[config.mk]
export PLATFORM = sky130hd
export DESIGN_NAME = regfile_dump_reader_flat
export DESIGN_NICKNAME = d
export VERILOG_FILES = /design/src/rtl/regfile_dump_reader_if.sv /design/src/rtl/regfile_dump_reader.sv /design/src/flat_wrapper.sv
export SDC_FILE = /design/constraint.sdc
export NUM_CORES = 1
export LEC_CHECK = 0
export CAP_MARGIN = 20
export CORE_MARGIN = 2
export CORE_UTILIZATION = 48
export CTS_BUF_LIST = sky130_fd_sc_hd__clkbuf_16
export CTS_CLUSTER_SIZE = 24
export DETAILED_ROUTE_END_ITERATION = 16
export PLACE_DENSITY = 0.87
export SYNTH_ARGS = -nofsm -noshare
export SYNTH_HDL_FRONTEND = slang
export SYNTH_SLANG_ARGS = --single-unit
[constraint.sdc]
create_clock -name clock -period 13.3 [get_ports clock]
set_clock_uncertainty 0.15 [all_clocks]
set_input_delay 2.66 -clock clock [delete_from_list [all_inputs] [get_ports clock]]
set_output_delay 2.66 -clock clock [all_outputs]
set_load 0.01 [all_outputs]
[src/rtl/regfile_dump_reader_if.sv]
// Beat stream from the register dump reader to its sink.
// Carries one register value per valid/ready handshake, with its register
// number and an end-of-dump marker.
interface regfile_dump_reader_if #(
  parameter int unsigned DATA_WIDTH = 64,
  parameter int unsigned ADDR_WIDTH = 5
);
  logic [DATA_WIDTH-1:0] out_data;
  logic [ADDR_WIDTH-1:0] out_addr;
  logic                  out_valid;
  logic                  out_ready;
  logic                  out_last;

  modport master (
    output out_data,
    output out_addr,
    output out_valid,
    output out_last,
    input  out_ready
  );

  modport slave (
    input  out_data,
    input  out_addr,
    input  out_valid,
    input  out_last,
    output out_ready
  );
endinterface

[src/rtl/regfile_dump_reader.sv]
// Sequential register-file dump reader.
// On start, sweeps a contiguous wrapping range of registers two at a time
// through read ports SA/SB and streams each value out on the beat interface.
// Optional feature: define REGDUMP_CHECKSUM_EN to accumulate an XOR checksum
// of every beat of the most recent dump; otherwise checksum is tied to zero.
module regfile_dump_reader #(
  parameter int unsigned DATA_WIDTH = 64,
  parameter int unsigned ADDR_WIDTH = 5
) (
  input  logic                  clock,
  input  logic                  reset,
  input  logic                  start,
  input  logic [ADDR_WIDTH-1:0] base,
  input  logic [ADDR_WIDTH:0]   count,
  output logic [ADDR_WIDTH-1:0] SA,
  output logic [ADDR_WIDTH-1:0] SB,
  input  logic [DATA_WIDTH-1:0] A,
  input  logic [DATA_WIDTH-1:0] B,
  regfile_dump_reader_if.master out_if,
  output logic                  busy,
  output logic                  done,
  output logic [DATA_WIDTH-1:0] checksum
);

  typedef enum logic [2:0] {
    ST_IDLE,
    ST_READ,
    ST_SEND_A,
    ST_SEND_B,
    ST_DONE
  } state_t;

  localparam logic [ADDR_WIDTH:0]   REG_COUNT = {1'b1, {ADDR_WIDTH{1'b0}}};
  localparam logic [ADDR_WIDTH:0]   REM_ONE   = (ADDR_WIDTH+1)'(1);
  localparam logic [ADDR_WIDTH:0]   REM_TWO   = (ADDR_WIDTH+1)'(2);
  localparam logic [ADDR_WIDTH-1:0] PTR_ONE   = ADDR_WIDTH'(1);
  localparam logic [ADDR_WIDTH-1:0] PTR_TWO   = ADDR_WIDTH'(2);

  state_t                state_q, state_d;
  logic [ADDR_WIDTH-1:0] ptr_q, ptr_d;
  logic [ADDR_WIDTH:0]   remaining_q, remaining_d;
  logic [ADDR_WIDTH-1:0] sa_q, sa_d;
  logic [ADDR_WIDTH-1:0] sb_q, sb_d;
  logic [DATA_WIDTH-1:0] cap_b_q, cap_b_d;
  logic [DATA_WIDTH-1:0] out_data_q, out_data_d;
  logic [ADDR_WIDTH-1:0] out_addr_q, out_addr_d;
  logic                  out_last_q, out_last_d;
  logic                  busy_q, busy_d;
  logic                  done_q, done_d;
  logic                  out_valid;
  logic                  hs;

  // State register and all datapath flops; reset aborts any dump in flight.
  always_ff @(posedge clock or posedge reset) begin
    if (reset) begin
      state_q     <= ST_IDLE;
      ptr_q       <= '0;
      remaining_q <= '0;
      sa_q        <= '0;
      sb_q        <= '0;
      cap_b_q     <= '0;
      out_data_q  <= '0;
      out_addr_q  <= '0;
      out_last_q  <= 1'b0;
      busy_q      <= 1'b0;
      done_q      <= 1'b0;
    end else begin
      state_q     <= state_d;
      ptr_q       <= ptr_d;
      remaining_q <= remaining_d;
      sa_q        <= sa_d;
      sb_q        <= sb_d;
      cap_b_q     <= cap_b_d;
      out_data_q  <= out_data_d;
      out_addr_q  <= out_addr_d;
      out_last_q  <= out_last_d;
      busy_q      <= busy_d;
      done_q      <= done_d;
    end
  end

  // Next-state: one read cycle feeds two send beats until the count runs out.
  always_comb begin
    state_d = state_q;
    unique case (state_q)
      ST_IDLE:   if (start) state_d = (count == '0) ? ST_DONE : ST_READ;
      ST_READ:   state_d = ST_SEND_A;
      ST_SEND_A: if (hs) state_d = (remaining_q == REM_ONE) ? ST_DONE : ST_SEND_B;
      ST_SEND_B: if (hs) state_d = (remaining_q == REM_ONE) ? ST_DONE : ST_READ;
      ST_DONE:   state_d = ST_IDLE;
      default:   state_d = ST_IDLE;
    endcase
  end

  // Handshake decode plus registered status outputs derived from next state.
  always_comb begin
    out_valid = (state_q == ST_SEND_A) || (state_q == ST_SEND_B);
    hs        = out_valid && out_if.out_ready;
    busy_d    = (state_d != ST_IDLE);
    done_d    = (state_d == ST_DONE);
  end

  // Datapath: pointer/count bookkeeping, read-port selects and beat registers.
  // Beat fields are loaded one cycle ahead of the state that presents them so
  // they come straight from flops; without a handshake they simply hold.
  always_comb begin
    ptr_d       = ptr_q;
    remaining_d = remaining_q;
    sa_d        = sa_q;
    sb_d        = sb_q;
    cap_b_d     = cap_b_q;
    out_data_d  = out_data_q;
    out_addr_d  = out_addr_q;
    out_last_d  = out_last_q;
    case (state_q)
      ST_IDLE: begin
        if (start) begin
          ptr_d       = base;
          remaining_d = (count > REG_COUNT) ? REG_COUNT : count;
        end
      end
      ST_READ: begin
        out_data_d = A;
        cap_b_d    = B;
        out_addr_d = ptr_q;
        out_last_d = (remaining_q == REM_ONE);
      end
      ST_SEND_A: begin
        if (hs) begin
          remaining_d = remaining_q - REM_ONE;
          out_data_d  = cap_b_q;
          out_addr_d  = ptr_q + PTR_ONE;
          out_last_d  = (remaining_q == REM_TWO);
        end
      end
      ST_SEND_B: begin
        if (hs) begin
          remaining_d = remaining_q - REM_ONE;
          ptr_d       = ptr_q + PTR_TWO;
        end
      end
      default: ;
    endcase
    // Selects change only on entry to READ and hold everywhere else.
    if (state_d == ST_READ) begin
      sa_d = ptr_d;
      sb_d = ptr_d + PTR_ONE;
    end
  end

  assign SA               = sa_q;
  assign SB               = sb_q;
  assign out_if.out_data  = out_data_q;
  assign out_if.out_addr  = out_addr_q;
  assign out_if.out_last  = out_last_q;
  assign out_if.out_valid = out_valid;
  assign busy             = busy_q;
  assign done             = done_q;

`ifdef REGDUMP_CHECKSUM_EN
  logic [DATA_WIDTH-1:0] checksum_q, checksum_d;

  // Checksum: cleared on an accepted start, folded with every accepted beat.
  always_comb begin
    checksum_d = checksum_q;
    if ((state_q == ST_IDLE) && start) begin
      checksum_d = '0;
    end else if (hs) begin
      checksum_d = checksum_q ^ out_data_q;
    end
  end

  // Checksum register.
  always_ff @(posedge clock or posedge reset) begin
    if (reset) begin
      checksum_q <= '0;
    end else begin
      checksum_q <= checksum_d;
    end
  end

  assign checksum = checksum_q;
`else
  assign checksum = '0;
`endif

endmodule
[src/flat_wrapper.sv]
// flat-port wrapper written by rule: the top's interface ports become plain ports
module regfile_dump_reader_flat 
#(
  parameter int unsigned DATA_WIDTH = 64,
  parameter int unsigned ADDR_WIDTH = 5
)
  (clock, reset, start, base, count, SA, SB, A, B, busy, done, checksum, out_if_out_data, out_if_out_addr, out_if_out_valid, out_if_out_last, out_if_out_ready);
  regfile_dump_reader_if #(.DATA_WIDTH(DATA_WIDTH), .ADDR_WIDTH(ADDR_WIDTH)) out_if_i ();
  input  logic clock;
  input  logic reset;
  input  logic start;
  input  logic [ADDR_WIDTH-1:0] base;
  input  logic [ADDR_WIDTH:0] count;
  output logic [ADDR_WIDTH-1:0] SA;
  output logic [ADDR_WIDTH-1:0] SB;
  input  logic [DATA_WIDTH-1:0] A;
  input  logic [DATA_WIDTH-1:0] B;
  output logic busy;
  output logic done;
  output logic [DATA_WIDTH-1:0] checksum;
  output wire logic [$bits(out_if_i.out_data)-1:0] out_if_out_data;
  output wire logic [$bits(out_if_i.out_addr)-1:0] out_if_out_addr;
  output wire logic [$bits(out_if_i.out_valid)-1:0] out_if_out_valid;
  output wire logic [$bits(out_if_i.out_last)-1:0] out_if_out_last;
  input wire logic [$bits(out_if_i.out_ready)-1:0] out_if_out_ready;
  assign out_if_out_data = out_if_i.out_data;
  assign out_if_out_addr = out_if_i.out_addr;
  assign out_if_out_valid = out_if_i.out_valid;
  assign out_if_out_last = out_if_i.out_last;
  assign out_if_i.out_ready = out_if_out_ready;
  regfile_dump_reader #(.DATA_WIDTH(DATA_WIDTH), .ADDR_WIDTH(ADDR_WIDTH)) u_core (.clock(clock), .reset(reset), .start(start), .base(base), .count(count), .SA(SA), .SB(SB), .A(A), .B(B), .out_if(out_if_i), .busy(busy), .done(done), .checksum(checksum));
endmodule
==> run metrics, run 1 <==
actual transition at the worst max-transition pin=0.968 ns; CP required=10.49 ns; initial core utilization=0.491; Top Family by Delay on Critical Path=buffers and inverters; outcome=finished, final reports clean; total number of yosys warnings=0; count of pins on the block boundary=290; library cell contributing the largest single delay on the critical path=sky130_fd_sc_hd__clkdlybuf4s50_1; Fill cells=1123; count of antenna-violating nets left after detailed routing=0; maximum net fanout on the critical path=12; Avg Inst Size Synth=11.6 um2; Leak=4.40 nW; TritonCTS clock tree=done; worst ir drop on vdd=0.144 mV; Critical Path Start Type=flop; routability congestion estimate=0.834; first-pass GRT wire length=27.8 mm; headroom to the max-slew limit=0.354; part of the total power dissipated in combinational logic=0.450; clk slew on worst S/H paths=0.06 ns; Final Max Slew Viols=0; switching power summed over all nets=869 uW; Ant. Diodes=0; Max clock buf depth=2; cell taking the most area after synthesis=sky130_fd_sc_hd__dfrtp_1; relative contribution of sequential cells to total power=0.360; Placed Cells=1027; layout net count=1007; count of port buffers added during placement=225; share of total power consumed by net switching=0.355; number of clock buffers inserted by TritonCTS=17; floorplan die area=16600 um2; area fraction of the dominant cell type after synthesis=0.536; number of failing setup endpoints in the final timing report=0; post-synth design cell area=7460 um2; die boundary width=129 um; Detailed Route WL=17.5 mm; final count of hold timing violations=0; highest cell delay on the worst timing path=0.62 ns; sum of internal, switching and leakage power=2.44 mW; Hold Path Stages=2; total of flip-flops plus latches after synthesis=160; setup repair after global routing missed its margin=no; Area growth syn-to-layout=36.1%; Post-synth EDFFs=0; register area share after synthesis=0.536; upper clock frequency limit=195 MHz; y dimension of the die=129 um; starting DRC count in detailed routing=158; clock insertion delay at the later pin of the skew report=0.42 ns; arrival time reported for the critical path endpoint=2.32 ns; R2R Setup Slk=10.02 ns; leading cell type by number of instances after synthesis=sky130_fd_sc_hd__dfrtp_1; top area cells in the synthesized netlist=sky130_fd_sc_hd__dfrtp_1, sky130_fd_sc_hd__mux2_2, sky130_fd_sc_hd__mux2i_1; Cells after Synth=645; RR Endpoint=u_core.out_if.out_data[48]; worst path bufs/invs=2; clock root buffer master=sky130_fd_sc_hd__clkbuf_16; worst flop-to-flop path startpoint=u_core.state_q[1]; 1st-pass router iterations=6; core outline area=15200 um2; Residual DRC=0; MaxCap Viol Count=0; Worst Reg2Reg Path Length in Cells=5; # resized after CTS=0; start point of the worst min-delay path=u_core.out_if.out_data[43]; proportion of layout cells with a drive suffix above 1=0.132; worst setup path category=flop to output pin; final worst path period share=0.386; endpoint kind of the worst setup timing path=output pin; grt ovf=0; class of the tightest hold or removal check=flop to flop; top cells by instance count after synthesis=sky130_fd_sc_hd__dfrtp_1, sky130_fd_sc_hd__nand2_1, sky130_fd_sc_hd__o21ai_0, sky130_fd_sc_hd__mux2_2, sky130_fd_sc_hd__mux2i_1; number of cells in the finished layout apart from fillers=1059; initial antenna violation count=1; number of levels in the clock H-tree=4; Final Critical Period=5.13 ns; number of buffers added for setup after CTS=0; Total GRT Usage=0.216; capture endpoint of the worst hold path=u_core.out_if.out_data[43]; number of sinks on the clock net=160; power density cells=241 nW/um2; Cell Rows=45; final sum of negative setup slack=0 ns; Hold-fix buffers, CTS=0; Via Count=5350; number of distinct library cells after synthesis=45; average wire length per cell after detail routing=16.5 um; Cell Chain, Critical Path=nand2b_1 -> inv_1 -> clkdlybuf4s50_1; internal power of the cells=1.57 mW; Detail Placement HPWL=12.3 mm; share of async-settable or async-resettable flops after synthesis=1.00; maximum number of pins on one net before global-route repair=109; detail-routed via count per cell=5.05; Primary FF master, synth=sky130_fd_sc_hd__dfrtp_1; clock network fraction of design power=0.189; number of global-route vias before repair=5506
==> final cells by class <==
cell class | instances | area [um2] | area share
timing repair buffer | 229 | 2280 | 0.225
clock buffer | 17 | 425 | 0.0419
clock inverter | 15 | 130 | 0.0128
multi-input combinational | 442 | 3050 | 0.300
inverter | 8 | 35.0 | 0.00345
tap | 188 | 235 | 0.0232
sequential | 160 | 4000 | 0.394
==> placed cells by master, fill, tap and decap left out, types with 2 or more instances in the layout <==
master	netlist	routed
sky130_fd_sc_hd__a21oi_1	10	9
sky130_fd_sc_hd__a22o_1	4	4
sky130_fd_sc_hd__a22oi_1	2	2
sky130_fd_sc_hd__a31oi_1	2	2
sky130_fd_sc_hd__buf_4	64	4
sky130_fd_sc_hd__bufinv_16	0	2
sky130_fd_sc_hd__clkbuf_16	0	17
sky130_fd_sc_hd__clkdlybuf4s50_1	0	225
sky130_fd_sc_hd__clkinv_1	0	2
sky130_fd_sc_hd__clkinv_2	0	4
sky130_fd_sc_hd__clkinvlp_4	0	3
sky130_fd_sc_hd__conb_1	1	64
sky130_fd_sc_hd__dfrtp_1	160	160
sky130_fd_sc_hd__ha_1	6	6
sky130_fd_sc_hd__inv_1	8	10
sky130_fd_sc_hd__mux2_2	73	73
sky130_fd_sc_hd__mux2i_1	67	67
sky130_fd_sc_hd__nand2_1	82	82
sky130_fd_sc_hd__nand2b_1	5	5
sky130_fd_sc_hd__nand3_1	7	7
sky130_fd_sc_hd__nand4_1	2	2
sky130_fd_sc_hd__nand4b_1	2	2
sky130_fd_sc_hd__nor2_1	10	9
sky130_fd_sc_hd__nor2_4	0	2
sky130_fd_sc_hd__o211ai_1	2	2
sky130_fd_sc_hd__o21ai_0	76	76
sky130_fd_sc_hd__or4_1	2	2
sky130_fd_sc_hd__xnor2_1	3	3
sky130_fd_sc_hd__xor2_1	3	3
==> power by group through the flow <==
| stage | clock (mW) | sequential, mW | combinational [mW] |
|---|---|---|---|
| 2_1_floorplan | 0 | 0.903 | 0.663 |
| 6_report | 0.463 | 0.880 | 1.10 |
| 3_5_place_dp | 0 | 0.886 | 1.10 |
| 5_1_grt | 0.495 | 0.912 | 1.21 |
| 4_1_cts | 0.471 | 0.882 | 1.11 |
| 3_3_place_gp | 0 | 0.876 | 1.07 |
==> per-stage QoR <==
step            util  worst slack [ns]  instance area, um2  hold slack [ns]
6_report       0.668              8.17               10200            0.327
5_1_grt        0.668              8.03               10200            0.350
4_1_cts        0.668              8.20               10200            0.332
3_5_place_dp   0.632              7.96                9600            0.319
3_3_place_gp   0.632              8.06                9600            0.311
2_1_floorplan      -              6.17                7700            0.330
==> state kept, by name (all words and copies together), names as in the netlist <==
| register | flops |
|---|---|
| u_core.SA | 5 |
| u_core.SB | 5 |
| u_core.busy | 1 |
| u_core.cap_b_q | 64 |
| u_core.done | 1 |
| u_core.out_if.out_addr | 5 |
| u_core.out_if.out_data | 64 |
| u_core.out_if.out_last | 1 |
| u_core.ptr_q | 5 |
| u_core.remaining_q | 6 |
| u_core.state_q | 3 |
==> kinds of logic (layout without fill, tap and decap cells) <==
family	after synthesis	count (layout)	synth area share
compound gates	107	107	0.0826
simple gates	119	119	0.0731
flops	160	160	0.536
other cells	1	64	0.000502
xor+xnor	6	6	0.00704
buf+inv	106	269	0.0903
fa+ha+maj	6	6	0.0101
mux	140	140	0.200
==> routing by layer <==
layer / GRT usage / share of wire / up-vias
met5: 0 / 0.00074 / -
met4: 0.0870 / 0.029 / 2
met3: 0.0719 / 0.072 / 38
met2: 0.364 / 0.50 / 192
met1: 0.256 / 0.40 / 2580
li1: - / - / 2538
==> worst reg2reg max path, stage by stage, from the launching register on <==
cell and delay [ns]:
sky130_fd_sc_hd__dfrtp_1 0.51, sky130_fd_sc_hd__nand2b_1 0.35, sky130_fd_sc_hd__nor2_4 0.23, sky130_fd_sc_hd__a21oi_4 0.68
sky130_fd_sc_hd__buf_4 0.82, sky130_fd_sc_hd__o21ai_0 0.37
==> how the worst max path moves through the flow <==
| stage | start | endpoint | depth (start not counted) |
|---|---|---|---|
| after floorplan | reset | u_core.SA[0] | 1 |
| after global placement | out_if_out_ready | u_core.out_if.out_data[13] | 4 |
| after detailed placement | out_if_out_ready | u_core.out_if.out_data[31] | 4 |
| after CTS | u_core.state_q[1] | out_if_out_valid | 3 |
| after global routing | u_core.state_q[1] | out_if_out_valid | 3 |
| final | u_core.state_q[1] | out_if_out_valid | 3 |
Note: power is estimated with default switching activity, not from simulation.
==> run 2: changes to the inputs <==
--- a/config.mk
+++ b/config.mk
@@ -7,11 +7,11 @@
 export LEC_CHECK = 0
 export CAP_MARGIN = 20
 export CORE_MARGIN = 2
-export CORE_UTILIZATION = 48
+export CORE_UTILIZATION = 44
 export CTS_BUF_LIST = sky130_fd_sc_hd__clkbuf_16
 export CTS_CLUSTER_SIZE = 24
 export DETAILED_ROUTE_END_ITERATION = 16
-export PLACE_DENSITY = 0.87
+export PLACE_DENSITY = 0.81
 export SYNTH_ARGS = -nofsm -noshare
 export SYNTH_HDL_FRONTEND = slang
 export SYNTH_SLANG_ARGS = --single-unit
==> constraint.sdc (replaced) <==
create_clock -name clock -period 5.17 [get_ports clock]
set_clock_uncertainty 0.15 [all_clocks]
set_input_delay 1.034 -clock clock [delete_from_list [all_inputs] [get_ports clock]]
set_output_delay 1.034 -clock clock [all_outputs]
set_load 0.01 [all_outputs]
==> run metrics, run 2 (synthesis results as in run 1) <==
outcome=finished, final reports clean (unchanged); number of buffers added for setup after CTS=0 (unchanged); initial antenna violation count=1 (unchanged); MaxCap Viol Count=0 (unchanged); worst ir drop on vdd=0.326 mV (was 0.144 mV); Hold Path Stages=2 (unchanged); placed cell area=9680 um2 (was 9600 um2); Setup WS pre-CTS=1.47 ns (was 7.96 ns); layout net count=1009 (was 1007); count of port buffers added during placement=225 (unchanged); worst path setup slack after routing=1.66 ns (was 8.17 ns); Detail Placement HPWL=12.5 mm (was 12.3 mm); Worst Reg2Reg Path Length in Cells=8 (was 5); highest cell delay on the worst timing path=0.62 ns (about the same); endpoint kind of the worst setup timing path=output pin (unchanged); Total GRT Usage=0.203 (was 0.216); grt ovf=0 (unchanged); Ant. Diodes=0 (unchanged); final count of hold timing violations=0 (unchanged); sum of internal, switching and leakage power=6.35 mW (was 2.44 mW); proportion of layout cells with a drive suffix above 1=0.137 (was 0.132); Via Count=5413 (was 5350); worst setup path category=flop to output pin (unchanged); TritonCTS clock tree=done (unchanged); Final Critical Period=3.51 ns; routability congestion estimate=0.830 (was 0.834); Final Max Slew Viols=0 (unchanged); maximum net fanout on the critical path=12 (unchanged); count of antenna-violating nets left after detailed routing=0 (unchanged); setup repair after global routing missed its margin=no (unchanged); area of the multi-input gates=3050 um2 (unchanged); number of global-route vias before repair=5507 (was 5506); first-pass GRT wire length=28.7 mm (was 27.8 mm); count of pins on the block boundary=290 (unchanged); Area growth syn-to-layout=37.5% (was 36.1%); library cell contributing the largest single delay on the critical path=sky130_fd_sc_hd__clkdlybuf4s50_1 (unchanged); 1st-pass router iterations=4 (was 6); commonest cells after routing, fill and taps aside=sky130_fd_sc_hd__clkdlybuf4s50_1, sky130_fd_sc_hd__dfrtp_1, sky130_fd_sc_hd__nand2_1, sky130_fd_sc_hd__o21ai_0, sky130_fd_sc_hd__mux2_2 (unchanged); starting DRC count in detailed routing=273 (was 158); Detailed Route WL=17.8 mm (was 17.5 mm); Critical Path Start Type=flop (unchanged); y dimension of the die=134 um (was 129 um); Cell Rows=47 (was 45); initial core utilization=0.450 (was 0.491); clk slew on worst S/H paths=0.07 ns (was 0.06 ns); CP required=3.99 ns (was 10.49 ns); class of the tightest hold or removal check=flop to flop (unchanged); upper clock frequency limit=285 MHz; die boundary width=134 um (was 129 um); post-route standard cell area excluding fillers=10300 um2 (was 10200 um2); number of clock buffers inserted by TritonCTS=17 (unchanged); leading cell type in the layout, fill and taps excluded=sky130_fd_sc_hd__clkdlybuf4s50_1 (unchanged); maximum number of pins on one net before global-route repair=103 (was 109); number of sinks on the clock net=160 (unchanged); actual transition at the worst max-transition pin=0.936 ns (was 0.968 ns); arrival time reported for the critical path endpoint=2.32 ns (about the same); floorplan die area=18000 um2 (was 16600 um2); core outline area=16600 um2 (was 15200 um2); final worst path period share=0.678; Residual DRC=0 (unchanged); number of failing setup endpoints in the final timing report=0 (unchanged); Leak=4.42 nW (was 4.40 nW); Max clock buf depth=2 (unchanged); clock root buffer master=sky130_fd_sc_hd__clkbuf_16 (unchanged); Fill cells=1345 (was 1123); combined flip-flop and latch cell area=4000 um2 (unchanged); Worst Hold Margin=0.328 ns (was 0.327 ns); average wire length per cell after detail routing=16.3 um (was 16.5 um); Hold-fix buffers, CTS=0 (unchanged); power density cells=619 nW/um2 (was 241 nW/um2); detail-routed via count per cell=4.95 (was 5.05); Cell Chain, Critical Path=nand2b_1 -> inv_1 -> clkdlybuf4s50_1 (unchanged); headroom to the max-slew limit=0.376 (was 0.354); # resized after CTS=0 (unchanged); R2R Setup Slk=2.41 ns (was 10.02 ns); final sum of negative setup slack=0 ns (unchanged); number of levels in the clock H-tree=4 (unchanged); clock insertion delay at the later pin of the skew report=0.42 ns (about the same)
==> run 2: cell count changes in the layout (fill, tap and decap cells not counted), sizes merged <==
cell / before / now
inv: 11 / 13
clkinv: 7 / 5
buf: 4 / 6
==> run 2: critical path: cells and delay by family, from the launching register on <==
family / cells / cell delay, ns
buf+inv: 2 / 1.02
flops: 1 / 0.58
simple gates: 1 / 0.30
==> run 2: worst paths after layout <==
kind | startpoint | end
max | u_core.state_q[1] | out_if_out_valid
min | u_core.out_if.out_data[1] | u_core.out_if.out_data[1]
max reg2reg | u_core.state_q[0] | u_core.SB[4]
min reg2reg | u_core.out_if.out_data[1] | u_core.out_if.out_data[1]
max in group asynchronous | reset | u_core.cap_b_q[6]
min in group asynchronous | reset | u_core.cap_b_q[50]
==> run 2: stage by stage <==
stage                     instances   util
after floorplan                 708      -
after global placement         1061  0.584
after global routing           1093  0.619
after CTS                      1093  0.619
final                          1093  0.619
after detailed placement       1061  0.584
==> run 2: where the power goes <==
group / total (mW) / internal [mW] / switching (mW)
Sequential: 2.26 / 1.89 / 0.371
Clock: 1.25 / 0.717 / 0.531
Combinational: 2.85 / 1.48 / 1.37
==> run 2: final cells by class <==
type / count / area share
tap: 220 / 0.0268
timing repair buffer: 231 / 0.226
clock buffer: 17 / 0.0414
inverter: 8 / 0.00329
sequential: 160 / 0.390
multi-input combinational: 442 / 0.297
clock inverter: 15 / 0.0152
==> run 2: metal layers <==
layer,GRT usage,wire [um]
met5,0,12
met3,0.0605,1330
met1,0.248,7040
met2,0.337,8960
met4,0.0860,501
==> RTL change 1 (config.mk and constraints of run 2) <==
`DATA_WIDTH` is set to 64 in 3 places; all go to 68.
--- a/src/rtl/regfile_dump_reader_if.sv
+++ b/src/rtl/regfile_dump_reader_if.sv
@@ -2,7 +2,7 @@
 // Carries one register value per valid/ready handshake, with its register
 // number and an end-of-dump marker.
 interface regfile_dump_reader_if #(
-  parameter int unsigned DATA_WIDTH = 64,
+  parameter int unsigned DATA_WIDTH = 68,
   parameter int unsigned ADDR_WIDTH = 5
 );
   logic [DATA_WIDTH-1:0] out_data;
--- a/src/rtl/regfile_dump_reader.sv
+++ b/src/rtl/regfile_dump_reader.sv
@@ -4,7 +4,7 @@
 // Optional feature: define REGDUMP_CHECKSUM_EN to accumulate an XOR checksum
 // of every beat of the most recent dump; otherwise checksum is tied to zero.
 module regfile_dump_reader #(
-  parameter int unsigned DATA_WIDTH = 64,
+  parameter int unsigned DATA_WIDTH = 68,
   parameter int unsigned ADDR_WIDTH = 5
 ) (
   input  logic                  clock,
--- a/src/flat_wrapper.sv
+++ b/src/flat_wrapper.sv
@@ -1,7 +1,7 @@
 // flat-port wrapper written by rule: the top's interface ports become plain ports
 module regfile_dump_reader_flat 
 #(
-  parameter int unsigned DATA_WIDTH = 64,
+  parameter int unsigned DATA_WIDTH = 68,
   parameter int unsigned ADDR_WIDTH = 5
 )
   (clock, reset, start, base, count, SA, SB, A, B, busy, done, checksum, out_if_out_data, out_if_out_addr, out_if_out_valid, out_if_out_last, out_if_out_ready);
Ports: changed (resized A, B, checksum and out_if_out_data); port bits go from 290 to 306. The function was not compared with the original's and may differ.
==> RTL change 1 against run 2 <==
- hold slack lost 0.95 ps
- sequential cell count grew 8
- area after synthesis grew 4.6%
- critical endpoint unchanged
- largest cell class unchanged
- sequential power grew 5%
- design area grew 5.0%
- sequential share of layout area is essentially flat
- total power grew 4.5%
- wire length grew 3.2%
- setup slack gained 37 ps
- maximum frequency grew 1.1%
- non-clock buffer count grew 16
==> RTL change 1: results (changes against run 2) <==
max_slew headroom -> 44.4% (+6.8 points)
Compound-Gate Fraction of Synth Area -> 8.08% (-0.19 points)
RR Endpoint -> u_core.out_if.out_data[61]
syn_area_per_cell -> 11.6 sq um (about the same)
Placed Area -> 10200 sq um (+4.9%)
switch share -> 35.3% (-0.46 points)
crit path DAT -> 2290 ps (-30 ps)
worst hold endpoint -> u_core.out_if.out_addr[4]
Synth top cells by count -> dfrtp_1, nand2_1, o21ai_0
beginning of the worst register-to-register path -> u_core.state_q[1]
first-pass GRT wire length -> 28800 microns (+0.55%)
reg2reg setup slack -> 2150 ps (-260 ps)
DR iter-0 viols -> 183 (-33%)
sequential share of the synthesized area -> 53.9% (+0.22 points)
LEAKAGE -> 4.65 nW (+5.3%)
vias -> 5558 (+2.7%)
Port Buffers -> 237 (+5.3%)
hpwl dp -> 13200 microns (+5.8%)
Final Wtd Congestion -> 0.835 (+0.59%)
mux share of post-synthesis cell area -> 20.2% (+0.21 points)
Clock Tree Buf Depth -> 2 (unchanged)
HP Start -> u_core.out_if.out_addr[4]
drt total wl -> 18400 microns (+3.2%)
initial antenna violation count -> 0 (-1)
pin count of the biggest net entering global routing -> 69 (-33%)
Post-Synth XOR/XNOR Area -> 0.673% (-0.031 points)
Peak VDD IR -> 0.314 mV (-3.8%)
proportion of layout cells with a drive suffix above 1 -> 13.6% (-0.099 points)
number of global-route vias before repair -> 5654 (+2.7%)
DR WL/cell -> 16.1 microns (-1.2%)
Post-Synth Adder-Cell Area -> 0.962% (-0.044 points)
slowest stage delay, CP -> 610 ps
GRT Util Overall -> 19.8% (-0.57 points)
status -> completed
RTL change 1: power by group through the flow:
stage	clock, mW	combinational, mW	sequential, mW
final	1.30	2.97	2.37
after global routing	1.39	3.27	2.45
after CTS	1.33	3.02	2.37
after detailed placement	0	3.02	2.39
after global placement	0	2.92	2.36
after floorplan	0	1.78	2.44
RTL change 1: critical path: cells and delay by family, from the launching register on:
family,cells,cell delay [ps]
buffers and inverters,2,980
and+or+nand+nor,1,310
DFF,1,580
RTL change 1: how the worst max path moves through the flow:
stage | endpoint | slack, ps | cells past startpoint
5_1_grt | out_if_out_valid | 1600 | 3
3_5_place_dp | u_core.SA[2] | 1600 | 6
6_report | out_if_out_valid | 1700 | 3
3_3_place_gp | u_core.SB[4] | 1630 | 9
4_1_cts | out_if_out_valid | 1740 | 3
2_1_floorplan | u_core.SA[0] | 1850 | 1
RTL change 1: layout make-up:
cell class | instances | area [sq um]
well taps | 225 | 282
repair buffers | 247 | 2480
inverters | 8 | 33.8
flip-flops and latches | 168 | 4200
clock buffers | 17 | 425
clock inverters | 14 | 171
multi-input cells | 462 | 3170
fillers | 1401 | 6520
RTL change 1: cell families after synthesis:
group           Yosys count
compound gates          111
xor+xnor                  6
fa+ha+maj                 6
buf+inv                 112
flops                   168
mux                     148
other cells               1
simple gates            123
RTL change 1: metal layers:
layer | routed length (microns) | global-route usage, % | up-vias
li1 | - | - | 2659
met1 | 7470 | 24.4 | 2675
met2 | 9250 | 33.1 | 197
met3 | 1280 | 5.59 | 27
met4 | 406 | 7.10 | 0
met5 | 0 | 0 | -
==> RTL change 2 (flow settings as in run 2) <==
Without the edit above. `sa_q` no longer has a reset.
--- a/src/rtl/regfile_dump_reader.sv
+++ b/src/rtl/regfile_dump_reader.sv
@@ -56,7 +56,6 @@
       state_q     <= ST_IDLE;
       ptr_q       <= '0;
       remaining_q <= '0;
-      sa_q        <= '0;
       sb_q        <= '0;
       cap_b_q     <= '0;
       out_data_q  <= '0;
@@ -68,7 +67,6 @@
       state_q     <= state_d;
       ptr_q       <= ptr_d;
       remaining_q <= remaining_d;
-      sa_q        <= sa_d;
       sb_q        <= sb_d;
       cap_b_q     <= cap_b_d;
       out_data_q  <= out_data_d;
@@ -77,6 +75,10 @@
       busy_q      <= busy_d;
       done_q      <= done_d;
     end
+  end
+
+  always_ff @(posedge clock) begin
+    sa_q <= sa_d;
   end
 
   // Next-state: one read cycle feeds two send beats until the count runs out.
Formal check against the unedited RTL: not equivalent (a bounded check fails within 4 cycles, from zero or initial values and one cycle with reset high).
==> RTL change 2 against run 2 <==
- setup slack better by 200 ps
- global-route usage down 0.91 points
- sequential cell count unchanged
- non-clock buffer count up 1
- area after synthesis down 0.67%
- synthesized cell count down 1.7%
- total power down 0.83%
- wire length down 5.9%
- design area down 0.39%
- critical path type unchanged
- highest routed layer is now met4
==> RTL change 2: results (changes against run 2) <==
status -> completed
Synth top cells by count -> dfrtp_1, nand2_1, o21ai_0
Final Wtd Congestion -> 0.800 (-3.6%)
slowest stage delay, CP -> 590 ps (-30 ps)
worst slew pin tran -> 846 ps (-89.7 ps)
initial antenna violation count -> 0 (-1)
sequential share of the synthesized area -> 54.3% (+0.70 points)
worst skew pair latency -> 410 ps
number of global-route vias before repair -> 5449 (-1.1%)
Worst Hold Class -> reg -> reg
WHS Path Cells -> 2 (unchanged)
R2R cell count -> 7 (-1)
drt total wl -> 16800 microns (-5.9%)
# resized after CTS -> 0 (unchanged)
Clock Tree Buf Depth -> 2 (unchanged)
RR Endpoint -> u_core.out_if.out_last
CP Max Fanout -> 9 (-3)
top cells by area, synth -> dfrtp_1, mux2_2, mux2i_1, buf_4, o21ai_0
hpwl dp -> 11800 microns (-5.7%)
Reg clk slew, reported paths -> 60 ps
Unique masters post-synth -> 49 (+8.9%)
Antenna diodes -> 0 (unchanged)
pin count of the biggest net entering global routing -> 136 (+32%)
M1 GR Usage -> 23.4% (-1.4 points)
DR iter-0 viols -> 170 (-38%)
proportion of layout cells with a drive suffix above 1 -> 13.2% (-0.55 points)
GRT Util Overall -> 19.4% (-0.91 points)
family with the most delay on the worst path -> buffers and inverters
number of synthesized flops with an enable pin -> 5 (+5)
Peak VDD IR -> 0.338 mV (+3.5%)
GR Layer Usage met3 -> 6.65% (+0.60 points)
beginning of the worst register-to-register path -> u_core.state_q[2]
first-pass GRT wire length -> 27600 microns (-3.7%)
LEAKAGE -> 4.40 nW (-0.52%)
# fillers -> 1340 (-0.37%)
Final Hold Violating Endpoints -> 0 (unchanged)
synth warn -> 0 (unchanged)
global-route track usage on met2 -> 32.4% (-1.3 points)
Vias/cell -> 4.81 (-2.9%)
root buf cell -> clkbuf_16
reg2reg setup slack -> 2070 ps (-340 ps)
Setup Fix Bufs, Post-CTS -> 0 (unchanged)
Port Buffers -> 225 (unchanged)
asr flop ratio synth -> 96.9% (-3.1 points)
crit path DAT -> 2120 ps (-200 ps)
# nets final -> 1000 (-0.89%)
-- RTL change 2: how the worst min path moves through the flow --
stage,start,endpoint
global placement,u_core.out_if.out_data[37],u_core.out_if.out_data[37]
finish,u_core.out_if.out_data[45],u_core.out_if.out_data[45]
detailed placement,u_core.out_if.out_data[58],u_core.out_if.out_data[58]
floorplan,u_core.cap_b_q[10],u_core.cap_b_q[10]
global route,u_core.out_if.out_data[40],u_core.out_if.out_data[40]
CTS,u_core.out_if.out_data[40],u_core.out_if.out_data[40]
-- RTL change 2: power breakdown --
part           internal, mW  total [mW]  switching, mW
combinational          1.45        2.78           1.33
sequential             1.90        2.25          0.350
clock                 0.757        1.27          0.509
-- RTL change 2: area by class of cell --
class | instances | share of cell area [%]
multi-input cells | 430 | 29.0
flip-flops and latches | 160 | 39.4
inverters | 10 | 0.404
clock buffers | 17 | 4.16
well taps | 220 | 2.69
clock inverters | 15 | 1.65
repair buffers | 232 | 22.7
-- RTL change 2: layer usage --
| layer | vias to the layer above | share of wire (%) |
|---|---|---|
| met5 | - | 0 |
| met2 | 191 | 49 |
| met3 | 33 | 8.3 |
| li1 | 2521 | - |
| met1 | 2470 | 40 |
| met4 | 0 | 2.5 |
-- RTL change 2: metrics by stage --
step           power, mW  std cells  area (sq um)  hold WS (ps)  setup WS [ps]
2_1_floorplan       4.00        697          7650           330           2030
3_3_place_gp        4.99       1052          9630           311           1680
3_5_place_dp        5.09       1052          9630           319           1650
4_1_cts             6.38       1084         10200           333           1860
5_1_grt             6.77       1084         10200           350           1780
6_report            6.30       1084         10200           324           1870
-- RTL change 2: logic make-up after synthesis --
group,after synthesis,share of synthesized area [%]
DFF,160,54.3
muxes,135,19.4
and+or+nand+nor,113,7.10
buffers and inverters,107,9.16
AOI/OAI and AO/OA,106,8.25
adders and majority gates,6,1.01
xor gates and xnor gates,6,0.709
other,1,0.0506
-- RTL change 2: worst register-to-register path: stages (launching register included) --
cell and delay (ps):
dfrtp_1 510, nand2b_1 390, nor2_4 180, buf_4 430, buf_4 770, mux2i_1 310, nor2_1 60, a22o_1 200
